<file path="src/rtl/pixel_scheduler_if.sv">
// Bundle between pixel_scheduler, its depth engines and the downstream pixel writer.
// master = scheduler side, slave = engines/writer/frame control side.
interface pixel_scheduler_if #(
    parameter int N_ENG = 4
);
    logic               frame_start;
    logic [31:0]        re_origin;
    logic [31:0]        im_origin;
    logic [31:0]        step;
    logic [N_ENG-1:0]   eng_start;
    logic [9:0]         eng_x;
    logic [8:0]         eng_y;
    logic [31:0]        eng_re_c;
    logic [31:0]        eng_im_c;
    logic [N_ENG-1:0]   eng_done;
    logic [8*N_ENG-1:0] eng_depth;
    logic               out_valid;
    logic               out_ready;
    logic [9:0]         out_x;
    logic [8:0]         out_y;
    logic [7:0]         out_depth;
    logic               busy;
    logic               frame_done;

    modport master (
        input  frame_start, re_origin, im_origin, step, eng_done, eng_depth, out_ready,
        output eng_start, eng_x, eng_y, eng_re_c, eng_im_c,
        output out_valid, out_x, out_y, out_depth, busy, frame_done
    );

    modport slave (
        output frame_start, re_origin, im_origin, step, eng_done, eng_depth, out_ready,
        input  eng_start, eng_x, eng_y, eng_re_c, eng_im_c,
        input  out_valid, out_x, out_y, out_depth, busy, frame_done
    );
endinterface

</file>
<file path="src/rtl/pixel_scheduler.sv">
// Walks a WIDTH x HEIGHT screen, dispatches each pixel to the lowest free depth engine, returns tagged depths.
// First eng_start one cycle after frame_start; a stalled out_ready holds the result and parks its engine.
module pixel_scheduler #(
    parameter int N_ENG  = 4,
    parameter int FRAC   = 16,
    parameter int WIDTH  = 640,
    parameter int HEIGHT = 480
) (
    input  logic              sysclk,
    input  logic              reset,
    pixel_scheduler_if.master bus
);
    localparam int         PW     = (N_ENG > 1) ? $clog2(N_ENG) : 1;
    localparam logic [9:0] X_LAST = 10'(WIDTH - 1);
    localparam logic [8:0] Y_LAST = 9'(HEIGHT - 1);

    if (N_ENG < 1 || N_ENG > 8 || FRAC < 0 || FRAC > 31) begin : g_bad_param
        $error("pixel_scheduler: N_ENG must be 1..8 and FRAC 0..31");
    end

    typedef enum logic [1:0] {S_IDLE, S_SCAN, S_DRAIN} state_t;
    typedef enum logic [1:0] {E_FREE, E_BUSY, E_RESULT} eng_state_t;

    state_t           state_q;
    logic [9:0]       x_q;
    logic [8:0]       y_q;
    logic [31:0]      re_acc_q, im_acc_q, re_org_q, step_q;
    eng_state_t       est_q      [N_ENG];
    logic [9:0]       tag_x_q    [N_ENG];
    logic [8:0]       tag_y_q    [N_ENG];
    logic [7:0]       slot_dep_q [N_ENG];
    logic [N_ENG-1:0] slot_full_q, done_q, eng_start_q;
    logic [PW-1:0]    rr_q, lock_idx_q;
    logic             lock_q, busy_q, frame_done_q;
    logic [9:0]       eng_x_q;
    logic [8:0]       eng_y_q;
    logic [31:0]      eng_re_q, eng_im_q;

    logic             idle_go, do_disp, free_any, all_free, found, xfer;
    logic [PW-1:0]    free_idx, scan_idx, sel_idx, rr_d, j;
    logic [9:0]       cur_x;
    logic [8:0]       cur_y;
    logic [31:0]      cur_re, cur_im, org_re, stp;

    always_comb begin
        free_any = 1'b0;
        all_free = 1'b1;
        free_idx = '0;
        for (int i = N_ENG - 1; i >= 0; i--) begin
            if (est_q[i] == E_FREE) begin
                free_any = 1'b1;
                free_idx = PW'(i);
            end else begin
                all_free = 1'b0;
            end
        end
        found    = 1'b0;
        scan_idx = '0;
        j        = '0;
        for (int k = 0; k < N_ENG; k++) begin
            j = PW'((int'(rr_q) + k) % N_ENG);
            if (!found && slot_full_q[j]) begin
                found    = 1'b1;
                scan_idx = j;
            end
        end
    end

    // A stalled output keeps its slot even if an earlier slot in RR order fills meanwhile.
    assign sel_idx = lock_q ? lock_idx_q : scan_idx;
    assign rr_d    = (sel_idx == PW'(N_ENG - 1)) ? '0 : sel_idx + PW'(1);
    assign xfer    = bus.out_valid & bus.out_ready;

    // Pixel (0,0) leaves straight from IDLE so the first start follows frame_start by one cycle.
    assign idle_go = (state_q == S_IDLE) & bus.frame_start;
    assign do_disp = free_any & (idle_go | (state_q == S_SCAN));
    assign cur_x   = idle_go ? 10'd0 : x_q;
    assign cur_y   = idle_go ? 9'd0 : y_q;
    assign cur_re  = idle_go ? bus.re_origin : re_acc_q;
    assign cur_im  = idle_go ? bus.im_origin : im_acc_q;
    assign org_re  = idle_go ? bus.re_origin : re_org_q;
    assign stp     = idle_go ? bus.step : step_q;

    assign bus.eng_start  = eng_start_q;
    assign bus.eng_x      = eng_x_q;
    assign bus.eng_y      = eng_y_q;
    assign bus.eng_re_c   = eng_re_q;
    assign bus.eng_im_c   = eng_im_q;
    assign bus.out_valid  = |slot_full_q;
    assign bus.out_x      = tag_x_q[sel_idx];
    assign bus.out_y      = tag_y_q[sel_idx];
    assign bus.out_depth  = slot_dep_q[sel_idx];
    assign bus.busy       = busy_q;
    assign bus.frame_done = frame_done_q;

    always_ff @(posedge sysclk) begin
        if (reset) begin
            state_q      <= S_IDLE;
            x_q          <= '0;
            y_q          <= '0;
            re_acc_q     <= '0;
            im_acc_q     <= '0;
            re_org_q     <= '0;
            step_q       <= '0;
            slot_full_q  <= '0;
            done_q       <= '0;
            eng_start_q  <= '0;
            rr_q         <= '0;
            lock_idx_q   <= '0;
            lock_q       <= 1'b0;
            busy_q       <= 1'b0;
            frame_done_q <= 1'b0;
            eng_x_q      <= '0;
            eng_y_q      <= '0;
            eng_re_q     <= '0;
            eng_im_q     <= '0;
            for (int i = 0; i < N_ENG; i++) begin
                est_q[i]      <= E_FREE;
                tag_x_q[i]    <= '0;
                tag_y_q[i]    <= '0;
                slot_dep_q[i] <= '0;
            end
        end else begin
            eng_start_q  <= '0;
            frame_done_q <= 1'b0;
            done_q       <= bus.eng_done;
            lock_q       <= bus.out_valid & ~bus.out_ready;
            lock_idx_q   <= sel_idx;

            // done is a level that stays high between pixels; only a fresh rise completes a pixel.
            for (int i = 0; i < N_ENG; i++) begin
                if (est_q[i] == E_BUSY && bus.eng_done[i] && !done_q[i]) begin
                    est_q[i]       <= E_RESULT;
                    slot_full_q[i] <= 1'b1;
                    slot_dep_q[i]  <= bus.eng_depth[8*i +: 8];
                end
            end

            if (xfer) begin
                est_q[sel_idx]       <= E_FREE;
                slot_full_q[sel_idx] <= 1'b0;
                rr_q                 <= rr_d;
            end

            if (idle_go) begin
                re_org_q <= bus.re_origin;
                step_q   <= bus.step;
                busy_q   <= 1'b1;
                state_q  <= S_SCAN;
            end

            if (do_disp) begin
                eng_start_q[free_idx] <= 1'b1;
                eng_x_q               <= cur_x;
                eng_y_q               <= cur_y;
                eng_re_q              <= cur_re;
                eng_im_q              <= cur_im;
                est_q[free_idx]       <= E_BUSY;
                tag_x_q[free_idx]     <= cur_x;
                tag_y_q[free_idx]     <= cur_y;
                if (cur_x == X_LAST) begin
                    x_q      <= '0;
                    re_acc_q <= org_re;
                    y_q      <= cur_y + 9'd1;
                    im_acc_q <= cur_im - stp;
                    if (cur_y == Y_LAST) begin
                        state_q <= S_DRAIN;
                    end
                end else begin
                    x_q      <= cur_x + 10'd1;
                    re_acc_q <= cur_re + stp;
                    y_q      <= cur_y;
                    im_acc_q <= cur_im;
                end
            end

            if (state_q == S_DRAIN && all_free && !(|slot_full_q)) begin
                frame_done_q <= 1'b1;
                busy_q       <= 1'b0;
                state_q      <= S_IDLE;
            end
        end
    end
endmodule

</file>
<file path="src/flat_wrapper.sv">
// flat-port wrapper written by rule: the top's interface ports become plain ports
module pixel_scheduler_flat 
#(
    parameter int N_ENG  = 4,
    parameter int FRAC   = 16,
    parameter int WIDTH  = 640,
    parameter int HEIGHT = 480
)
  (sysclk, reset, bus_frame_start, bus_re_origin, bus_im_origin, bus_step, bus_eng_done, bus_eng_depth, bus_out_ready, bus_eng_start, bus_eng_x, bus_eng_y, bus_eng_re_c, bus_eng_im_c, bus_out_valid, bus_out_x, bus_out_y, bus_out_depth, bus_busy, bus_frame_done);
  pixel_scheduler_if #(.N_ENG(N_ENG)) bus_i ();
  input  logic sysclk;
  input  logic reset;
  input wire logic [$bits(bus_i.frame_start)-1:0] bus_frame_start;
  input wire logic [$bits(bus_i.re_origin)-1:0] bus_re_origin;
  input wire logic [$bits(bus_i.im_origin)-1:0] bus_im_origin;
  input wire logic [$bits(bus_i.step)-1:0] bus_step;
  input wire logic [$bits(bus_i.eng_done)-1:0] bus_eng_done;
  input wire logic [$bits(bus_i.eng_depth)-1:0] bus_eng_depth;
  input wire logic [$bits(bus_i.out_ready)-1:0] bus_out_ready;
  output wire logic [$bits(bus_i.eng_start)-1:0] bus_eng_start;
  output wire logic [$bits(bus_i.eng_x)-1:0] bus_eng_x;
  output wire logic [$bits(bus_i.eng_y)-1:0] bus_eng_y;
  output wire logic [$bits(bus_i.eng_re_c)-1:0] bus_eng_re_c;
  output wire logic [$bits(bus_i.eng_im_c)-1:0] bus_eng_im_c;
  output wire logic [$bits(bus_i.out_valid)-1:0] bus_out_valid;
  output wire logic [$bits(bus_i.out_x)-1:0] bus_out_x;
  output wire logic [$bits(bus_i.out_y)-1:0] bus_out_y;
  output wire logic [$bits(bus_i.out_depth)-1:0] bus_out_depth;
  output wire logic [$bits(bus_i.busy)-1:0] bus_busy;
  output wire logic [$bits(bus_i.frame_done)-1:0] bus_frame_done;
  assign bus_i.frame_start = bus_frame_start;
  assign bus_i.re_origin = bus_re_origin;
  assign bus_i.im_origin = bus_im_origin;
  assign bus_i.step = bus_step;
  assign bus_i.eng_done = bus_eng_done;
  assign bus_i.eng_depth = bus_eng_depth;
  assign bus_i.out_ready = bus_out_ready;
  assign bus_eng_start = bus_i.eng_start;
  assign bus_eng_x = bus_i.eng_x;
  assign bus_eng_y = bus_i.eng_y;
  assign bus_eng_re_c = bus_i.eng_re_c;
  assign bus_eng_im_c = bus_i.eng_im_c;
  assign bus_out_valid = bus_i.out_valid;
  assign bus_out_x = bus_i.out_x;
  assign bus_out_y = bus_i.out_y;
  assign bus_out_depth = bus_i.out_depth;
  assign bus_busy = bus_i.busy;
  assign bus_frame_done = bus_i.frame_done;
  pixel_scheduler #(.N_ENG(N_ENG), .FRAC(FRAC), .WIDTH(WIDTH), .HEIGHT(HEIGHT)) u_core (.sysclk(sysclk), .reset(reset), .bus(bus_i));
endmodule
</file>
<file path="config.mk">
export PLATFORM = sky130hd
export DESIGN_NAME = pixel_scheduler_flat
export DESIGN_NICKNAME = d
export VERILOG_FILES = /design/src/rtl/pixel_scheduler_if.sv /design/src/rtl/pixel_scheduler.sv /design/src/flat_wrapper.sv
export SDC_FILE = /design/constraint.sdc
export NUM_CORES = 1
export LEC_CHECK = 0
export ABC_CLOCK_PERIOD_IN_PS = 9800
export BUFFER_PORTS_ARGS = -buffer_cell sky130_fd_sc_hd__buf_2
export CORE_ASPECT_RATIO = 1.2
export CORE_MARGIN = 5
export CORE_UTILIZATION = 40
export CTS_CLUSTER_DIAMETER = 40
export DETAILED_ROUTE_END_ITERATION = 8
export SLEW_MARGIN = 10
export SYNTH_ARGS = -nofsm -noshare
export SYNTH_HDL_FRONTEND = slang
export SYNTH_SLANG_ARGS = --single-unit
</file>
<file path="constraint.sdc">
create_clock -name sysclk -period 9.8 [get_ports sysclk]
set_input_delay 1.96 -clock sysclk [delete_from_list [all_inputs] [get_ports sysclk]]
set_output_delay 1.96 -clock sysclk [all_outputs]
set_load 0.02 [all_outputs]
</file>
==> results of run 1 <==
[Yosys cell counts (40+ instances only)]
library cell / n / area, um2
a21o_1: 57 / 427.9
a21oi_1: 156 / 780.8
and2_1: 54 / 337.8
clkbuf_1: 117 / 439.2
dfxtp_1: 259 / 5185
edfxtp_1: 108 / 3243
ha_1: 42 / 525.5
inv_1: 67 / 251.5
mux2i_1: 43 / 430.4
nand2_1: 400 / 1501
nand2b_1: 46 / 287.8
nor2_1: 288 / 1081
nor3_1: 67 / 335.3
o21ai_0: 84 / 420.4
xnor2_1: 62 / 543.0
xor2_1: 40 / 350.3
[cell type report]
type	instances	area [um2]	share of cell area
multi-input cells	1770	10400	0.4472
flip-flops and latches	367	8428	0.3625
repair buffers	273	1438	0.06183
clock buffers	61	1398	0.06011
well taps	637	797.0	0.03428
clock inverters	41	536.8	0.02308
inverters	67	251.5	0.01082
diodes	2	5.005	0.0002152
[cells by family (layout without fill, tap and decap cells)]
kind of cell / Yosys count / in the layout
AOI/OAI and AO/OA: 543 / 543
xor gates and xnor gates: 103 / 103
adders and majority gates: 68 / 68
buffers and inverters: 218 / 442
DFF: 367 / 367
muxes: 49 / 49
other: 0 / 2
and+or+nand+nor: 1007 / 1007
[flip-flops by register name (all words and copies together) (netlist names)]
register,cells
u_core.tag_x_q,40
u_core.tag_y_q,36
u_core.bus.eng_im_c,32
u_core.bus.eng_re_c,32
u_core.im_acc_q,32
u_core.re_acc_q,32
u_core.re_org_q,32
u_core.slot_dep_q,32
u_core.step_q,32
u_core.bus.eng_x,10
u_core.x_q,10
u_core.bus.eng_y,9
u_core.y_q,9
u_core.est_q,8
u_core.bus.eng_start,4
u_core.done_q,4
u_core.slot_full_q,4
u_core.lock_idx_q,2
u_core.rr_q,2
u_core.state_q,2
u_core.bus.busy,1
u_core.bus.frame_done,1
u_core.lock_q,1
[power by group through the flow]
stage	combinational (mW)	sequential, mW	clock [mW]
floorplan	0.656	1.78	0
global placement	0.940	1.76	0
detailed placement	0.949	1.77	0
CTS	0.955	1.73	2.10
global route	1.05	1.75	2.17
finish	0.951	1.73	2.06
[metrics by stage]
stage | total power, mW | worst slack (ns) | cells | utilization | instance area, um2
global placement | 2.702 | 3.382 | 3114 | 0.4360 | 21310
floorplan | 2.433 | 2.840 | 2355 | - | 19650
global route | 4.961 | 3.576 | 3217 | 0.4756 | 23250
CTS | 4.790 | 3.879 | 3216 | 0.4755 | 23250
detailed placement | 2.714 | 3.257 | 3114 | 0.4360 | 21310
finish | 4.745 | 3.858 | 3218 | 0.4756 | 23250
[critical path: stages]
cell      delay [ns]
buf_2           0.12
or3b_4          0.60
buf_4           0.61
a21oi_1         0.24
fa_1            0.42
nand2b_1        0.18
nand2b_1        0.14
a221oi_2        0.10
o31ai_1         0.41
a31oi_1         0.21
o21ai_2         0.36
a31oi_2         0.19
o21ai_2         0.29
a221oi_2        0.12
xor2_1          0.15
a311oi_1        0.28
[cells in the final DEF, fill, tap and decap left out, types with 10 or more instances in the layout]
| cell | count |
|---|---|
| nand2_1 | 400 |
| nor2_1 | 286 |
| dfxtp_1 | 259 |
| buf_2 | 251 |
| a21oi_1 | 156 |
| edfxtp_1 | 108 |
| o21ai_0 | 84 |
| inv_1 | 67 |
| nor3_1 | 66 |
| xnor2_1 | 62 |
| a21o_1 | 57 |
| and2_1 | 54 |
| clkbuf_16 | 54 |
| nand2b_1 | 45 |
| mux2i_1 | 43 |
| ha_1 | 42 |
| xor2_1 | 40 |
| a31oi_1 | 39 |
| and3_1 | 38 |
| nand3_1 | 33 |
| a211oi_1 | 32 |
| nor2b_1 | 25 |
| maj3_1 | 23 |
| a311oi_1 | 21 |
| buf_4 | 20 |
| a22oi_1 | 16 |
| o22ai_1 | 16 |
| a21boi_0 | 15 |
| nand4_1 | 14 |
| o31ai_1 | 11 |
| clkinvlp_4 | 11 |
| o211ai_1 | 10 |
[worst max path at each step]
stage / startpoint / to / slack (ns) / depth (start not counted)
final: bus_frame_start / u_core.re_acc_q[30]$_SDFFE_PP0P_ / 3.86 / 16
after global routing: bus_frame_start / u_core.re_acc_q[30]$_SDFFE_PP0P_ / 3.58 / 17
after CTS: bus_frame_start / u_core.re_acc_q[30]$_SDFFE_PP0P_ / 3.88 / 16
after detailed placement: bus_frame_start / u_core.re_acc_q[30]$_SDFFE_PP0P_ / 3.26 / 17
after global placement: bus_frame_start / u_core.re_acc_q[30]$_SDFFE_PP0P_ / 3.38 / 17
after floorplan: bus_frame_start / u_core.im_acc_q[22]$_SDFFE_PP0P_ / 2.84 / 23
[layer usage]
metal	share of wire	track usage	vias up
met1	0.43	0.2802	8189
met3	0.060	0.04250	110
met2	0.47	0.3607	479
met5	0.00078	0	-
li1	-	-	8589
met4	0.033	0.07170	6
==> impl_metrics.ini, run 1 <==
[final_layout]
final_layout_size_suffix_gt1_frac = 0.1617
layout.filler_cells = 4753
flow.area_growth_from_synthesis_pct = 18.33
total_number_of_nets_in_the_final_design = 2713

[sta]
timing.final.crit_share = 0.6063
hold_viol_final = 0
finalSetupTns_ns = 0
final_max_slew_viol_count = 0
post-route-min-period_ns = 5.942
fmax_mhz = 168.3
holdWs_ns = 0.4448
finalSetupViolations = 0
skew_ns = 0.02702
rsz0062_at_grt = false
timing.slew.headroom = 0.2465
timing_worst_slew_pin_value_ns = 1.130

[status]
run_status = complete, no violations

[detailed_routing]
detail_route.wl_per_cell_um = 18.62
routed_wl_mm = 59.92
viasPerCell = 5.399
firstDrtPassIters = 5
vias = 17370
post-route-drc-count = 0
dr.first_iter.drc_count = 1160
antenna_left = 0

[floorplanning]
fp.coreArea_mm2 = 0.04889
fp.dieW_um = 212.3
initial_core_util = 0.4020
boundaryPins = 253
placementRows = 89
area_enclosed_by_the_die_boundary_mm2 = 0.05368
die_height_um = 252.8

[critical_path]
reg2reg_to = u_core.re_acc_q[30]$_SDFFE_PP0P_
setup.worst_path.start_class = input port
required_time_of_the_critical_path_ns = 10.29
timing.reg2reg.worst_path_depth = 15
setup.worst_path.end_class = register
r2r_setup_slack_ns = 4.93
cp_data_arrival_time_ns = 6.43
timing.setup.critical_path_class = input port to register
worstPathMaxFanout = 58
timing.rr.start = u_core.state_q[1]$_SDFF_PP0_

[clock_tree]
clock_sinks = 367
clock_tree.htree_level_count = 2
numCtsBuffers = 54
clk_latency_ns = 0.61
clock_tree.root_cell = clkbuf_16
post_cts.resized_instances = 0
max-clock-path-buffers = 3
postcts_setup_bufs = 0
tritoncts_clock_tree = done
clkSlewWorstSetupHoldPaths_ns = 0.06
ctsHoldBuffers = 0

[logic_synthesis]
syn-num-nets = 2535
synth.avg_cell_area_um2 = 8.344
simple_gate_area_share_of_the_yosys_netlist = 0.2305
post_synth_num_cell_types = 88
post_synth_instance_area_mm2 = 0.01965
area_fraction_in_compound_gates_after_synthesis = 0.1829
synthesis.instances = 2355
combinational_family_with_the_most_area_after_synthesis = simple AND/OR/NAND/NOR gates
synth_seq_area_share = 0.4289
synth-adder-area-share = 0.04107
synth_edf_count = 108
ys_seq_elements = 367
postSynth.topFlopCell = dfxtp_1
yosys-mux-area-fraction = 0.02630
ys.warnings.count = 0
ys_async_sr_fraction = 0
post_synth_xor_area_fraction = 0.04629

[pwr]
power.combinational.fraction = 0.201
clock_power_share = 0.434
power_per_cell_area_mw_per_mm2 = 204.0
ir_worst_vdd_mv = 0.1268
swShare = 0.3033
power.share.sequential = 0.366
power.leakage_nw = 10.01
p_sw_mw = 1.439
cellInternalPower_mw = 3.306

[placed_design]
buffer_ports.inserted = 252
dp_hpwl_mm = 40.69
place_congestion = 0.8945

[grt]
grt_overflow_total = 0
grt_antenna_before_repair = 5
grt_pass1_wl_mm = 92.83
via_count_of_the_first_global_routing_pass = 16790
pin_count_of_the_biggest_net_entering_global_routing = 121
gr-usage-all-layers = 0.2154

[worst_hold_path]
hold_path_end = u_core.bus.eng_y[3]$_SDFFE_PP0P_
hold_path_class = register to register
min_from = u_core.bus.eng_y[3]$_SDFFE_PP0P_
min_delay_path_depth = 1

[job]
max_cap_viol_count = 0
(Power assumes the default switching activity.)
==> run 2: changes to the inputs <==
--- a/config.mk
+++ b/config.mk
@@ -5,7 +5,8 @@
 export SDC_FILE = /design/constraint.sdc
 export NUM_CORES = 1
 export LEC_CHECK = 0
-export ABC_CLOCK_PERIOD_IN_PS = 9800
+export ABC_AREA = 1
+export ABC_CLOCK_PERIOD_IN_PS = 5300
 export BUFFER_PORTS_ARGS = -buffer_cell sky130_fd_sc_hd__buf_2
 export CORE_ASPECT_RATIO = 1.2
 export CORE_MARGIN = 5
==> constraint.sdc (replaced) <==
create_clock -name sysclk -period 5.3 [get_ports sysclk]
set_input_delay 1.06 -clock sysclk [delete_from_list [all_inputs] [get_ports sysclk]]
set_output_delay 1.06 -clock sysclk [all_outputs]
set_load 0.02 [all_outputs]
==> impl_metrics.ini, run 2 <==
[logic_synthesis]
synth_top_cells_by_count = 956 x nand2_1, 357 x inv_1, 345 x nor2_1, 259 x dfxtp_1, 188 x o21ai_0
synth-adder-area-share = 0.02840
synth_seq_area_share = 0.4232
synth_edf_count = 108
syn-num-nets = 3088
yosys-mux-area-fraction = 0.0005026
yosysMostFrequentCell = nand2_1
synth.avg_cell_area_um2 = 6.848
post_synth_num_cell_types = 51
synth.area.top_cells = dfxtp_1 26%, nand2_1 18%, edfxtp_1 16%
ys_async_sr_fraction = 0
synth_top_area_share = 0.2604
simple_gate_area_share_of_the_yosys_netlist = 0.3092
postSynth.topFlopCell = dfxtp_1
synthesis.instances = 2908
ys.warnings.count = 0
biggest_area_consumer_among_synthesized_cells = dfxtp_1
post_synth_xor_area_fraction = 0.01005
ys_seq_elements = 367
combinational_family_with_the_most_area_after_synthesis = simple AND/OR/NAND/NOR gates
post_synth_instance_area_mm2 = 0.01991
area_fraction_in_compound_gates_after_synthesis = 0.1326

[status]
run_status = complete, no violations

[placed_design]
dp_hpwl_mm = 51.80
dp.cells = 3715
placement.cell_area_mm2 = 0.02176
place_congestion = 0.9298
buffer_ports.inserted = 252

[detailed_routing]
post-route-drc-count = 0
dr.first_iter.drc_count = 1237
vias = 19530
firstDrtPassIters = 6
detail_route.wl_per_cell_um = 18.17
viasPerCell = 5.118
routed_wl_mm = 69.34
antenna_left = 0

[floorplanning]
placementRows = 89
initial_core_util = 0.4046
fp.coreArea_mm2 = 0.04922
fp.dieW_um = 213.7
die_height_um = 254.4
area_enclosed_by_the_die_boundary_mm2 = 0.05437
boundaryPins = 253

[clock_tree]
ctsHoldBuffers = 0
clock_tree.htree_level_count = 2
numCtsBuffers = 54
postcts_setup_bufs = 0
tritoncts_clock_tree = done
max-clock-path-buffers = 3
clk_latency_ns = 0.61
clock_tree.root_cell = clkbuf_16
clkSlewWorstSetupHoldPaths_ns = 0.06
post_cts.resized_instances = 0
clock_sinks = 367

[final_layout]
layout.cells.most_common = nand2_1
largest_register_ff_count = 40
post_route_cell_area_mm2 = 0.02368
final_layout_size_suffix_gt1_frac = 0.1434
antenna-diode-count = 0
number_of_non_filler_instances_in_the_completed_layout = 3816
max_flop_register = u_core.tag_x_q
layout.filler_cells = 4991
flow.area_growth_from_synthesis_pct = 18.92
reg.largest.list = u_core.tag_x_q: 40 flops, u_core.tag_y_q: 36 flops
final-seq-area_mm2 = 0.008428
total_number_of_nets_in_the_final_design = 3314
mostFrequentLayoutCells = 956 x nand2_1, 357 x inv_1, 345 x nor2_1
area_of_the_multi_input_gates_mm2 = 0.009598

[pwr]
clock_power_share = 0.374
totalPowerFinal_mw = 10.12
power.combinational.fraction = 0.308
swShare = 0.3695
cellInternalPower_mw = 6.380
power.leakage_nw = 11.63
ir_worst_vdd_mv = 0.2428
power.share.sequential = 0.319
p_sw_mw = 3.740
power_per_cell_area_mw_per_mm2 = 427.3

[critical_path]
critical_path.cell_chain = inv_1, o21ai_0, o21ai_1, nor2_1, nand2_1, nor2_1, nand2_1, nand4_1, nand2_1, inv_1, buf_4, o21ai_0, o21ai_0, buf_2
worstPathMaxFanout = 23
reg2reg_to = u_core.im_acc_q[31]$_SDFFE_PP0P_
setup.worst_path.start_class = register
r2r_setup_slack_ns = 1.16
cp_data_arrival_time_ns = 3.70
max_stage_delay_ns = 0.67
timing.rr.start = u_core.state_q[0]$_SDFF_PP0_
timing.reg2reg.worst_path_depth = 15
required_time_of_the_critical_path_ns = 4.24
critical_path.slowest_cell = inv_1
setup.worst_path.end_class = output port
timing.setup.critical_path_class = register to output port

[sta]
final_max_slew_viol_count = 0
fmax_mhz = 209.9
post-route-min-period_ns = 4.765
finalSetupTns_ns = 0
finalSetupViolations = 0
timing_worst_slew_pin_value_ns = 1.061
rsz0062_at_grt = false
timing.slew.headroom = 0.2929
skew_ns = 0.02071
hold_viol_final = 0
timing.final.crit_share = 0.8990

[grt]
pin_count_of_the_biggest_net_entering_global_routing = 72
grt_antenna_before_repair = 0
grt_pass1_wl_mm = 106.0
gr-usage-all-layers = 0.2484
grt_overflow_total = 0
via_count_of_the_first_global_routing_pass = 19130

[worst_hold_path]
min_delay_path_depth = 2
hold_path_end = u_core.bus.eng_im_c[21]$_SDFFE_PP0P_
hold_path_class = register to register
min_from = u_core.bus.eng_im_c[21]$_SDFFE_PP0P_

[job]
max_cap_viol_count = 0
[run 2: cell count changes after synthesis, sizes merged, moves of 42 or more]
cell	delta
nor3	-43
nand2	+558
a31oi	-42
nor2	+66
xnor2	-55
inv	+311
nand3	+77
o21ai	+159
and2	-49
nand2b	-46
mux2i	-46
a21o	-57
a21oi	-68
clkbuf	-49
[run 2: final cells by class]
type	count	area share
clock buffers	64	0.06166
clock inverters	37	0.01928
inverters	379	0.06018
multi-input cells	2051	0.4053
flip-flops and latches	367	0.3559
well taps	637	0.03366
repair buffers	281	0.06404
[run 2: worst max-delay path by stage]
stage                     cells after the start                         from                               end  slack, ns
after floorplan                              19              bus_frame_start  u_core.re_acc_q[20]$_SDFFE_PP0P_       1.05
after global placement                       15              bus_frame_start  u_core.im_acc_q[31]$_SDFFE_PP0P_       0.71
after detailed placement                     15              bus_frame_start  u_core.im_acc_q[31]$_SDFFE_PP0P_       0.69
after CTS                                    14  u_core.rr_q[0]$_SDFFE_PP0P_                      bus_out_x[4]       0.56
after global routing                         13  u_core.rr_q[0]$_SDFFE_PP0P_                      bus_out_x[5]       0.26
final                                        14  u_core.rr_q[0]$_SDFFE_PP0P_                      bus_out_x[4]       0.54
[run 2: kinds of logic (layout without fill, tap and decap cells)]
| group | after synthesis | count (layout) |
|---|---|---|
| AOI/OAI and AO/OA | 457 | 457 |
| xor gates and xnor gates | 22 | 22 |
| adders and majority gates | 44 | 44 |
| buffers and inverters | 490 | 761 |
| DFF | 367 | 367 |
| muxes | 1 | 1 |
| and+or+nand+nor | 1527 | 1527 |
[run 2: power by group through the flow]
stage                     logic, mW  registers [mW]  clock network (mW)
final                          3.11            3.23                3.78
after floorplan                2.05            3.30                   0
after global placement         3.10            3.28                   0
after CTS                      3.13            3.22                3.84
after detailed placement       3.11            3.28                   0
after global routing           3.46            3.25                3.96
[run 2: routing by layer]
metal,GRT usage,vias to the layer above,part of all wire
met5,0,-,0
met4,0.1047,0,0.046
met3,0.03629,149,0.061
met2,0.4244,632,0.48
met1,0.3143,9016,0.42
li1,-,9733,-
[run 2: worst max-delay path, delay by kind of cell, from the launching register on]
family          cells  cell delay, ns
buf+inv             4            1.28
compound gates      4            0.63
simple gates        6            0.65
flops               1            0.52
[run 2: stage by stage]
step,util,setup WS (ns),hold WS [ns]
after global placement,0.4422,0.7085,0.4259
after global routing,0.4811,0.2622,0.4597
after detailed placement,0.4422,0.6884,0.4336
after floorplan,-,1.050,0.4258
after CTS,0.4811,0.5578,0.4476
final,0.4811,0.5354,0.4455
